`config.mk`:
```
export PLATFORM = sky130hd
export DESIGN_NAME = i2s_loopback
export DESIGN_NICKNAME = d
export VERILOG_FILES = /design/src/rtl/i2s_loopback_pkg.sv /design/src/rtl/i2s_loopback_rx.sv /design/src/rtl/i2s_loopback.sv
export SDC_FILE = /design/constraint.sdc
export NUM_CORES = 1
export LEC_CHECK = 0
export CELL_PAD_IN_SITES_DETAIL_PLACEMENT = 0
export CELL_PAD_IN_SITES_GLOBAL_PLACEMENT = 2
export CORE_ASPECT_RATIO = 0.75
export CORE_MARGIN = 3
export CORE_UTILIZATION = 45
export CTS_CLUSTER_SIZE = 8
export DETAILED_ROUTE_END_ITERATION = 8
export PLACE_DENSITY = 0.87
export SETUP_SLACK_MARGIN = 0.2
export SLEW_MARGIN = 20
export SYNTH_ARGS = -nofsm -noshare
export SYNTH_HDL_FRONTEND = slang
export SYNTH_SLANG_ARGS = --single-unit
```
`constraint.sdc`:
```
create_clock -name clk_25m -period 4 [get_ports clk_25m]
set_clock_uncertainty 0.2 [all_clocks]
set_input_delay 0.8 -clock clk_25m [delete_from_list [all_inputs] [get_ports clk_25m]]
set_output_delay 0.8 -clock clk_25m [all_outputs]
set_load 0.01 [all_outputs]
```
`src/rtl/i2s_loopback_pkg.sv`:
```
// Shared constants and slot helpers for the I2S loopback.
package i2s_loopback_pkg;

  localparam int BCLK_DIV    = 8;   // clk_25m cycles per BCLK period (even)
  localparam int DATA_W      = 24;  // audio sample width
  localparam int SLOT_W      = 32;  // BCLK periods per channel slot
  localparam int FRAME_CNT_W = 9;   // 64 BCLK x 8 clocks = 512 counts

  localparam int PHASE_W    = $clog2(BCLK_DIV);       // phase field p
  localparam int BIT_W      = FRAME_CNT_W - PHASE_W;  // bit index field b
  localparam int SLOT_IDX_W = $clog2(SLOT_W);         // slot bit s

  // Phase at which BCLK is driven high (rising edge).
  localparam logic [PHASE_W-1:0] PHASE_RISE = PHASE_W'(BCLK_DIV / 2);

  // Last count of a frame; LRCLK falls here, one clock ahead of the frame start.
  localparam logic [FRAME_CNT_W-1:0] CNT_LAST = '1;

  // LRCLK rises one clock ahead of the right slot's first BCLK fall.
  localparam logic [FRAME_CNT_W-1:0] LR_RISE_CNT = FRAME_CNT_W'(SLOT_W * BCLK_DIV - 1);

  // Last slot bit that carries data (bit 0 is the one-BCLK delay bit).
  localparam logic [SLOT_IDX_W-1:0] SLOT_DATA_LAST = SLOT_IDX_W'(DATA_W);

  // True for slot bits 1..DATA_W, which carry sample data MSB first.
  function automatic logic is_data_slot(input logic [SLOT_IDX_W-1:0] s);
    return (s != '0) && (s <= SLOT_DATA_LAST);
  endfunction

  // Sample bit carried by data slot bit s: slot 1 -> bit 23, slot 24 -> bit 0.
  function automatic logic [SLOT_IDX_W-1:0] data_bit_index(input logic [SLOT_IDX_W-1:0] s);
    return SLOT_DATA_LAST - s;
  endfunction

endpackage

```
`src/rtl/i2s_loopback_rx.sv`:
```
// I2S deserializer: shifts in the 24 data bits of each slot and emits the word
// with a one-cycle valid pulse for the channel it belongs to.
//
// Handshake: o_*_valid is a single-cycle pulse with no ready/back-pressure;
// o_*_data holds the word from that pulse until the next word of the channel.
module i2s_loopback_rx
  import i2s_loopback_pkg::*;
(
  input  logic              i_clk,
  input  logic              i_rst_n,
  input  logic              i_sample_en,  // BCLK rising-edge phase
  input  logic [BIT_W-1:0]  i_bit_idx,    // frame bit index b
  input  logic              i_data,       // serial data from the mic
  output logic              o_left_valid,
  output logic [DATA_W-1:0] o_left_data,
  output logic              o_right_valid,
  output logic [DATA_W-1:0] o_right_data
);

  logic [DATA_W-1:0]     r_shift;
  logic                  r_left_valid;
  logic                  r_right_valid;
  logic [DATA_W-1:0]     r_left_data;
  logic [DATA_W-1:0]     r_right_data;
  logic [SLOT_IDX_W-1:0] w_slot;
  logic [DATA_W-1:0]     w_word;

  assign w_slot = i_bit_idx[SLOT_IDX_W-1:0];
  assign w_word = {r_shift[DATA_W-2:0], i_data};

  // Shift data bits on BCLK rise; publish the word after the last data bit.
  always_ff @(posedge i_clk or negedge i_rst_n) begin
    if (!i_rst_n) begin
      r_shift       <= '0;
      r_left_valid  <= 1'b0;
      r_right_valid <= 1'b0;
      r_left_data   <= '0;
      r_right_data  <= '0;
    end else begin
      r_left_valid  <= 1'b0;
      r_right_valid <= 1'b0;
      if (i_sample_en && is_data_slot(w_slot)) begin
        r_shift <= w_word;
        if (w_slot == SLOT_DATA_LAST) begin
          if (i_bit_idx[BIT_W-1]) begin
            r_right_valid <= 1'b1;
            r_right_data  <= w_word;
          end else begin
            r_left_valid <= 1'b1;
            r_left_data  <= w_word;
          end
        end
      end
    end
  end

  assign o_left_valid  = r_left_valid;
  assign o_left_data   = r_left_data;
  assign o_right_valid = r_right_valid;
  assign o_right_data  = r_right_data;

endmodule

```
`src/rtl/i2s_loopback.sv`:
```
// I2S audio loopback: generates BCLK/LRCLK from clk_25m, receives 24-bit
// stereo samples from the mic and replays them to the amp one frame later.
module i2s_loopback
  import i2s_loopback_pkg::*;
(
  input  logic clk_25m,
  input  logic rst_n,
  output logic led_r,
  output logic led_g,
  output logic led_b,
  output logic mic_bclk,
  output logic mic_lrclk,
  input  logic mic_data,
  output logic mic_sel,
  output logic amp_bclk,
  output logic amp_lrclk,
  output logic amp_din,
  output logic amp_sd,
  output logic amp_gain
);

  logic [FRAME_CNT_W-1:0] r_cnt;
  logic                   r_bclk;
  logic                   r_lrclk;
  logic                   r_amp_din;
  logic                   r_led_g;
  logic [DATA_W-1:0]      r_hold_l;
  logic [DATA_W-1:0]      r_hold_r;
  logic [DATA_W-1:0]      r_tx_l;
  logic [DATA_W-1:0]      r_tx_r;

  logic [FRAME_CNT_W-1:0] w_cnt_nxt;
  logic [PHASE_W-1:0]     w_ph_nxt;
  logic [BIT_W-1:0]       w_bit_nxt;
  logic [SLOT_IDX_W-1:0]  w_slot_nxt;
  logic                   w_lrclk_nxt;
  logic                   w_sample_en;
  logic                   w_tx_bit;

  logic                   rx_left_valid;
  logic                   rx_right_valid;
  logic [DATA_W-1:0]      rx_left_data;
  logic [DATA_W-1:0]      rx_right_data;

  // Clock outputs and amp_din are registered from the *next* count so every
  // output changes exactly on the clk_25m edge that enters that count.
  assign w_cnt_nxt   = r_cnt + FRAME_CNT_W'(1);
  assign w_ph_nxt    = w_cnt_nxt[PHASE_W-1:0];
  assign w_bit_nxt   = w_cnt_nxt[FRAME_CNT_W-1:PHASE_W];
  assign w_slot_nxt  = w_bit_nxt[SLOT_IDX_W-1:0];
  assign w_lrclk_nxt = (w_cnt_nxt >= LR_RISE_CNT) && (w_cnt_nxt != CNT_LAST);
  assign w_sample_en = (r_cnt[PHASE_W-1:0] == PHASE_RISE);

  // Frame counter and glitch-free BCLK/LRCLK registers.
  always_ff @(posedge clk_25m or negedge rst_n) begin
    if (!rst_n) begin
      r_cnt   <= '0;
      r_bclk  <= 1'b0;
      r_lrclk <= 1'b0;
    end else begin
      r_cnt   <= w_cnt_nxt;
      r_bclk  <= (w_ph_nxt >= PHASE_RISE);
      r_lrclk <= w_lrclk_nxt;
    end
  end

  i2s_loopback_rx u_rx (
    .i_clk         (clk_25m),
    .i_rst_n       (rst_n),
    .i_sample_en   (w_sample_en),
    .i_bit_idx     (r_cnt[FRAME_CNT_W-1:PHASE_W]),
    .i_data        (mic_data),
    .o_left_valid  (rx_left_valid),
    .o_left_data   (rx_left_data),
    .o_right_valid (rx_right_valid),
    .o_right_data  (rx_right_data)
  );

  // Hold the latest received word per channel.
  always_ff @(posedge clk_25m or negedge rst_n) begin
    if (!rst_n) begin
      r_hold_l <= '0;
      r_hold_r <= '0;
    end else begin
      if (rx_left_valid)  r_hold_l <= rx_left_data;
      if (rx_right_valid) r_hold_r <= rx_right_data;
    end
  end

  // Snapshot both held words into the TX shadow as a new frame begins.
  always_ff @(posedge clk_25m or negedge rst_n) begin
    if (!rst_n) begin
      r_tx_l <= '0;
      r_tx_r <= '0;
    end else if (r_cnt == CNT_LAST) begin
      r_tx_l <= r_hold_l;
      r_tx_r <= r_hold_r;
    end
  end

  // Serial bit for the slot position being entered; zero outside data bits.
  always_comb begin
    w_tx_bit = 1'b0;
    if (is_data_slot(w_slot_nxt)) begin
      if (w_bit_nxt[BIT_W-1]) w_tx_bit = r_tx_r[data_bit_index(w_slot_nxt)];
      else                    w_tx_bit = r_tx_l[data_bit_index(w_slot_nxt)];
    end
  end

  // amp_din updates together with the BCLK falling edge.
  always_ff @(posedge clk_25m or negedge rst_n) begin
    if (!rst_n) begin
      r_amp_din <= 1'b0;
    end else if (w_ph_nxt == '0) begin
      r_amp_din <= w_tx_bit;
    end
  end

  // Green LED lights once the design is out of reset.
  always_ff @(posedge clk_25m or negedge rst_n) begin
    if (!rst_n) r_led_g <= 1'b1;
    else        r_led_g <= 1'b0;
  end

  assign mic_bclk  = r_bclk;
  assign amp_bclk  = r_bclk;
  assign mic_lrclk = r_lrclk;
  assign amp_lrclk = r_lrclk;
  assign amp_din   = r_amp_din;
  assign mic_sel   = 1'b0;
  assign amp_sd    = 1'b1;
  assign amp_gain  = 1'b0;
  assign led_r     = 1'b1;
  assign led_g     = r_led_g;
  assign led_b     = 1'b1;

endmodule

```
==> results.py <==
metrics = {
    "run_status": {
        "status": "completed",
    },
    "logic_synthesis": {
        "synth_top_cells_by_area": "dfrtp_1 (59%), mux2_2 (22%), nand2_1 (4.4%), mux2i_1 (0.92%), clkbuf_1 (0.89%)",
        "synthFlopType": "dfrtp_1",
        "postSynthAreaPerCell_um2": 13.1,
        "yosysUniqueCellTypes": 52,
        "yosys.area.top_type_share_pct": 59.3,
        "ys_warn_count": 0,
        "ys_seq_elements": 181,
        "yosys-top-cells-count": "dfrtp_1 (180), mux2_2 (146), nand2_1 (90), clkbuf_1 (18), nor3_1 (10)",
        "yosysTopAreaCell": "dfrtp_1",
        "synth_edf_count": 0,
        "seq_area_frac_synth_pct": 59.7,
        "syn_area_um2": 7590,
        "synth.most_common_cell": "dfrtp_1",
        "async_reset_ff_share_pct": 100,
        "synthCells": 578,
    },
    "setup_path": {
        "cp.required_ns": 4.17,
        "critPathArrivalTime_ns": 3.36,
        "start_kind": "flip-flop",
        "r2r_slack_ns": 0.81,
        "rr_endpoint": "amp_din",
        "cp_max_fo": 13,
        "endpoint_kind": "flip-flop",
        "r2r_cells": 8,
        "r2r_start": "r_cnt[1]",
        "crit_type": "reg -> reg",
    },
    "placement": {
        "gp_congestion": 0.875,
        "io_buffers": 8,
        "dp_hpwl_um": 10300,
    },
    "global_routing": {
        "top_usage_layer": "met1",
        "grt_max_degree": 68,
        "grtUsageTotal_pct": 18.3,
        "met2_usage_pct": 26.3,
        "met3_usage_pct": 4.98,
        "met1_usage_pct": 26.9,
        "overflow": 0,
        "grt_pass1_wl_um": 26000,
        "antenna_found_initial": 0,
        "grt_pass1_vias": 4641,
    },
    "sta": {
        "worst_pin_slew_ns": 0.745,
        "maxSlewHeadroom_pct": 50.1,
        "hold_violations": 0,
        "grt_setup_unrepaired": "no",
        "fin_tns_setup_ns": 0,
        "finalMaxSlewViolations": 0,
        "max_freq_mhz": 313,
        "fin_crit_sh_pct": 79.8,
        "period_needed_ns": 3.19,
        "setup_viol": 0,
    },
    "die": {
        "floorplan.rows": 40,
        "core_um2": 16300,
        "die_w_um": 156,
        "ioPinCount": 14,
        "die_h_um": 119,
        "initial_utilization_pct": 46.7,
        "die-area_um2": 18500,
    },
    "hold_path": {
        "hold_path.class": "in -> async",
    },
    "finish": {
        "fin_nets": 592,
        "drive_gt1_share_pct": 34.0,
        "antennaDiodeCount": 0,
        "syn2layout_area_growth_pct": 11.7,
    },
    "route": {
        "routedWlPerCell_um": 19.2,
        "first_pass_iters": 4,
        "num_vias": 4404,
        "drtAntennaViolNets": 0,
        "drt_iter0_markers": 280,
        "vias_per_cell": 5.46,
        "drc": 0,
        "finalWirelength_um": 15500,
    },
    "power": {
        "p_leak_nw": 4.14,
        "p_per_area_nw_per_um2": 419,
        "total_power_mw": 3.55,
        "ir_drop_v": 0.000205,
    },
    "run": {
        "cap_violations": 0,
    },
    "clock_tree": {
        "cts_hold_buf": 0,
        "numCtsBuffers": 17,
        "cts_setup_buffers": 0,
        "root_buffer": "clkbuf_16",
        "h-tree-depth": 4,
        "cts_resized": 0,
        "worst_skew_pair.late_latency_ns": 0.43,
        "clockBufferDepth": 2,
        "tritoncts": "yes",
        "clk_pin_slew_worst_paths_ns": 0.07,
        "cts_num_sinks": 181,
    },
}
==> layout make-up <==
| class | count | area [um^2] |
|---|---|---|
| fill | 1387 | 7780 |
| tap | 210 | 263 |
| multi-input combinational | 355 | 2870 |
| inverter | 11 | 41.3 |
| clock buffer | 20 | 447 |
| sequential | 181 | 4530 |
| clock inverter | 12 | 143 |
| timing repair buffer | 18 | 181 |
==> per-layer routing <==
| metal | up-vias | part of all wire [%] |
|---|---|---|
| met5 | - | 0 |
| met4 | 0 | 1.2 |
| met3 | 15 | 3.1 |
| met2 | 52 | 45 |
| met1 | 2311 | 51 |
| li1 | 2026 | - |
==> power breakdown <==
group	leakage, nW	switching, mW	total (mW)	internal (mW)
combinational	1.37	0.0387	0.0466	0.00792
sequential	2.49	0.00302	1.84	1.83
clock	0.285	0.721	1.67	0.949
==> how the worst max path moves through the flow <==
stage	startpoint	to	slack, ns	cells after the start
after floorplan	r_cnt[0]	amp_din	1.39	8
after global placement	r_cnt[1]	amp_din	0.97	9
after detailed placement	r_cnt[1]	amp_din	0.85	8
after CTS	r_cnt[1]	amp_din	0.82	8
after global routing	r_cnt[1]	amp_din	0.62	9
final	r_cnt[1]	amp_din	0.81	8
==> through the flow <==
step | hold slack, ns | util (%) | setup slack [ns] | std cells | instance area, um^2
CTS | 0.109 | 52.1 | 0.824 | 807 | 8480
floorplan | 0.240 | - | 1.39 | 582 | 7610
detailed placement | 0.257 | 48.5 | 0.854 | 775 | 7890
global placement | 0.253 | 48.5 | 0.966 | 775 | 7890
finish | 0.112 | 52.1 | 0.809 | 807 | 8480
global route | 0.126 | 52.1 | 0.619 | 807 | 8480
==> registers in the layout, summed over array words and instances (netlist names) <==
register,count
r_tx_l,24
r_hold_l,24
r_hold_r,24
r_cnt,9
u_rx.r_shift,23
amp_din,1
u_rx.o_right_data,24
r_tx_r,24
u_rx.o_left_data,24
u_rx.o_right_valid,1
u_rx.o_left_valid,1
amp_lrclk,1
led_g,1
==> kinds of logic after synthesis <==
family | count (synthesis) | share of synthesized area [%]
flops | 181 | 59.7
mux | 155 | 23.2
simple gates | 146 | 8.85
buf+inv | 46 | 2.92
compound gates | 37 | 3.44
xor+xnor | 6 | 1.04
fa+ha+maj | 5 | 0.824
other cells | 2 | 0.0989
==> layout by cell type, fill, tap and decap left out, drive strengths merged, types with 5 or more instances in the layout <==
cell / Yosys / routed
conb: 2 / 6
mux2i: 7 / 7
dfrtp: 180 / 180
clkdlybuf4s50: 0 / 7
mux2: 146 / 146
xnor2: 6 / 6
nand3: 7 / 7
or3: 5 / 5
o21ai: 6 / 6
inv: 11 / 15
nor3: 11 / 11
clkbuf: 19 / 20
nand2: 90 / 90
nand2b: 7 / 7
a21oi: 8 / 8
and3: 5 / 5
ha: 5 / 5
buf: 16 / 11
nor2: 6 / 6
==> worst max-delay path, cell delays in order, from the launching register on <==
cell and delay [ns]:
dfrtp_1 0.44, ha_1 0.29, and3_1 0.26, xnor2_2 0.59
inv_2 0.20, a221o_1 0.34, mux4_2 0.49, nor4_2 0.15
a221o_1 0.14
No activity file was read; power rests on OpenSTA's default activity.
==> RTL change (config.mk and constraints unchanged) <==
Add an input register stage for `mic_data`, cleared by the reset; this delays it by one clock.
--- a/src/rtl/i2s_loopback.sv
+++ b/src/rtl/i2s_loopback.sv
@@ -18,6 +18,16 @@
   output logic amp_sd,
   output logic amp_gain
 );
+
+  logic mic_data_q;
+
+  always_ff @(posedge clk_25m or negedge rst_n) begin
+    if (!rst_n) begin
+      mic_data_q <= '0;
+    end else begin
+      mic_data_q <= mic_data;
+    end
+  end
 
   logic [FRAME_CNT_W-1:0] r_cnt;
   logic                   r_bclk;
@@ -69,7 +79,7 @@
     .i_rst_n       (rst_n),
     .i_sample_en   (w_sample_en),
     .i_bit_idx     (r_cnt[FRAME_CNT_W-1:PHASE_W]),
-    .i_data        (mic_data),
+    .i_data        (mic_data_q),
     .o_left_valid  (rx_left_valid),
     .o_left_data   (rx_left_data),
     .o_right_valid (rx_right_valid),
Function: same outputs for any inputs over 10 cycles, from zero or initial values and one cycle with rst_n low; that may be too few to reach the edited logic, so the function may still have changed.
==> RTL change against the unedited design <==
- design area grew 0.62%
- worst hold slack worse by 0.042 ns
- via count increased by 0.70%
- die area grew 0.32%
- sequential cell count increased by 1
- total power grew 3.9%
- critical path type unchanged
- wire length fell by 2.5%
- global-route usage fell by 0.68 points
- setup slack got worse by 0.031 ns
- first-iteration DRC count down 26%
- critical path depth did not move
- synthesized area grew 0.33%
==> RTL change: results (changes against the unedited design) <==
FFs w/ async S/R, synth = 100.0% (unchanged)
total wire length = 15140 um (-2.5%)
setup slack, reg-to-reg = 0.78 ns (-0.03 ns)
Clk Latency, worst-skew pair = 0.43 ns (about the same)
mean area per synthesized cell = 13.16 um^2 (+0.16%)
initial drt markers = 206 (-26%)
gpl congestion = 0.8706 (-0.55%)
largest net degree at the start of global routing = 102 (+50%)
first-pass GRT wire length = 25150 um (-3.3%)
post-synthesis sequential area ratio = 59.80% (+0.13 points)
Root Buffer = clkbuf_16
GRT Total Usage = 17.58% (-0.68 points)
vias in the first global route = 4425 (-4.7%)
Detailed Place HPWL = 9752 um (-5.1%)
Total Nets Final = 592 (unchanged)
Via density = 5.502 (+0.83%)
clock buffer count from CTS = 17 (unchanged)
Placed Cells = 775 (unchanged)
layout cells sized above 1 = 33.89% (-0.11 points)
CP max stage delay = 0.62 ns (+0.03 ns)
PostCTS Resize Cnt = 0 (unchanged)
clk buf depth = 2 (unchanged)
Worst VDD drop = 0.2062 mV (+0.44%)
First-pass DRT Iterations = 5 (+1)
CTS clk-pin slew, worst paths = 0.07 ns (about the same)
Worst Path Arrival = 3.38 ns (+0.02 ns)
Tightest Pin Transition = 0.7748 ns (+0.03023 ns)
status = completed
n_diodes = 0 (unchanged)
Setup Fix Bufs, Post-CTS = 0 (unchanged)
initial antenna violation count = 0 (unchanged)
H-Tree Depth = 4 (unchanged)
WL/cell = 18.78 um (-2.4%)
placement-stage cell area = 7895 um^2 (about the same)
pre-CTS setup slack = 0.8494 ns (-0.004713 ns)
FF-to-FF path depth = 8 (unchanged)
Synth top cells by count = dfrtp_1, mux2_2, nand2_1
top cells by area, synth = dfrtp_1, mux2_2, nand2_1, mux2i_1, clkbuf_1
Static Leak = 4.176 nW (+0.77%)
RTL change: cell count changes after synthesis:
cell     unedited run  this run
dfrtp_1           180       181
RTL change: how the worst max path moves through the flow:
| stage | startpoint | to | slack [ns] | cells after the start |
|---|---|---|---|---|
| after floorplan | r_cnt[0] | amp_din | 1.39 | 8 |
| after global placement | r_cnt[1] | amp_din | 0.97 | 8 |
| after detailed placement | r_cnt[1] | amp_din | 0.85 | 9 |
| after CTS | r_cnt[1] | amp_din | 0.79 | 8 |
| after global routing | r_cnt[3] | amp_din | 0.64 | 7 |
| final | r_cnt[1] | amp_din | 0.78 | 8 |
RTL change: kinds of logic (layout without fill, tap and decap cells):
group | after synthesis | after routing | share of synthesized area [%]
other cells | 2 | 6 | 0.09858
flops | 182 | 182 | 59.80
xor+xnor | 6 | 6 | 1.035
compound gates | 37 | 37 | 3.433
simple gates | 146 | 146 | 8.819
buf+inv | 46 | 59 | 2.907
mux | 155 | 155 | 23.09
fa+ha+maj | 5 | 5 | 0.8212
RTL change: per-layer routing:
metal,track usage (%),wire (um),vias up
li1,-,-,2028
met1,27.98,7899,2331
met2,23.52,6495,65
met3,4.100,598,11
met4,5.467,144,0
met5,0,0,-
RTL change: per-stage QoR:
stage	hold WS, ns	utilization, %
3_5_place_dp	0.2568	48.39
2_1_floorplan	0.2402	-
3_3_place_gp	0.2553	48.38
4_1_cts	0.06496	52.29
5_1_grt	0.07166	52.30
6_report	0.07009	52.30
RTL change: power breakdown:
part | internal, W | switching [W] | leakage (nW)
logic | 0.00000726 | 0.0000377 | 1.36
registers | 0.00184 | 0.00000340 | 2.51
clock network | 0.00107 | 0.000723 | 0.308
total | 0.00293 | 0.000764 | 4.18
RTL change: critical path: cells and delay by family (launching register included):
family | cells | cell delay, ns
muxes | 1 | 0.49
AOI/OAI and AO/OA | 2 | 0.50
DFF | 1 | 0.44
adders and majority gates | 1 | 0.28
and+or+nand+nor | 2 | 0.42
xor gates and xnor gates | 1 | 0.62
buffers and inverters | 1 | 0.20
RTL change: area by class of cell:
type                    instances  area (um^2)
flip-flops and latches        182         4558
clock buffers                  19        442.9
well taps                     210        262.8
repair buffers                 17        161.4
inverters                      11        41.29
clock inverters                12        193.9
multi-input cells             355         2873
fillers                      1381         7782
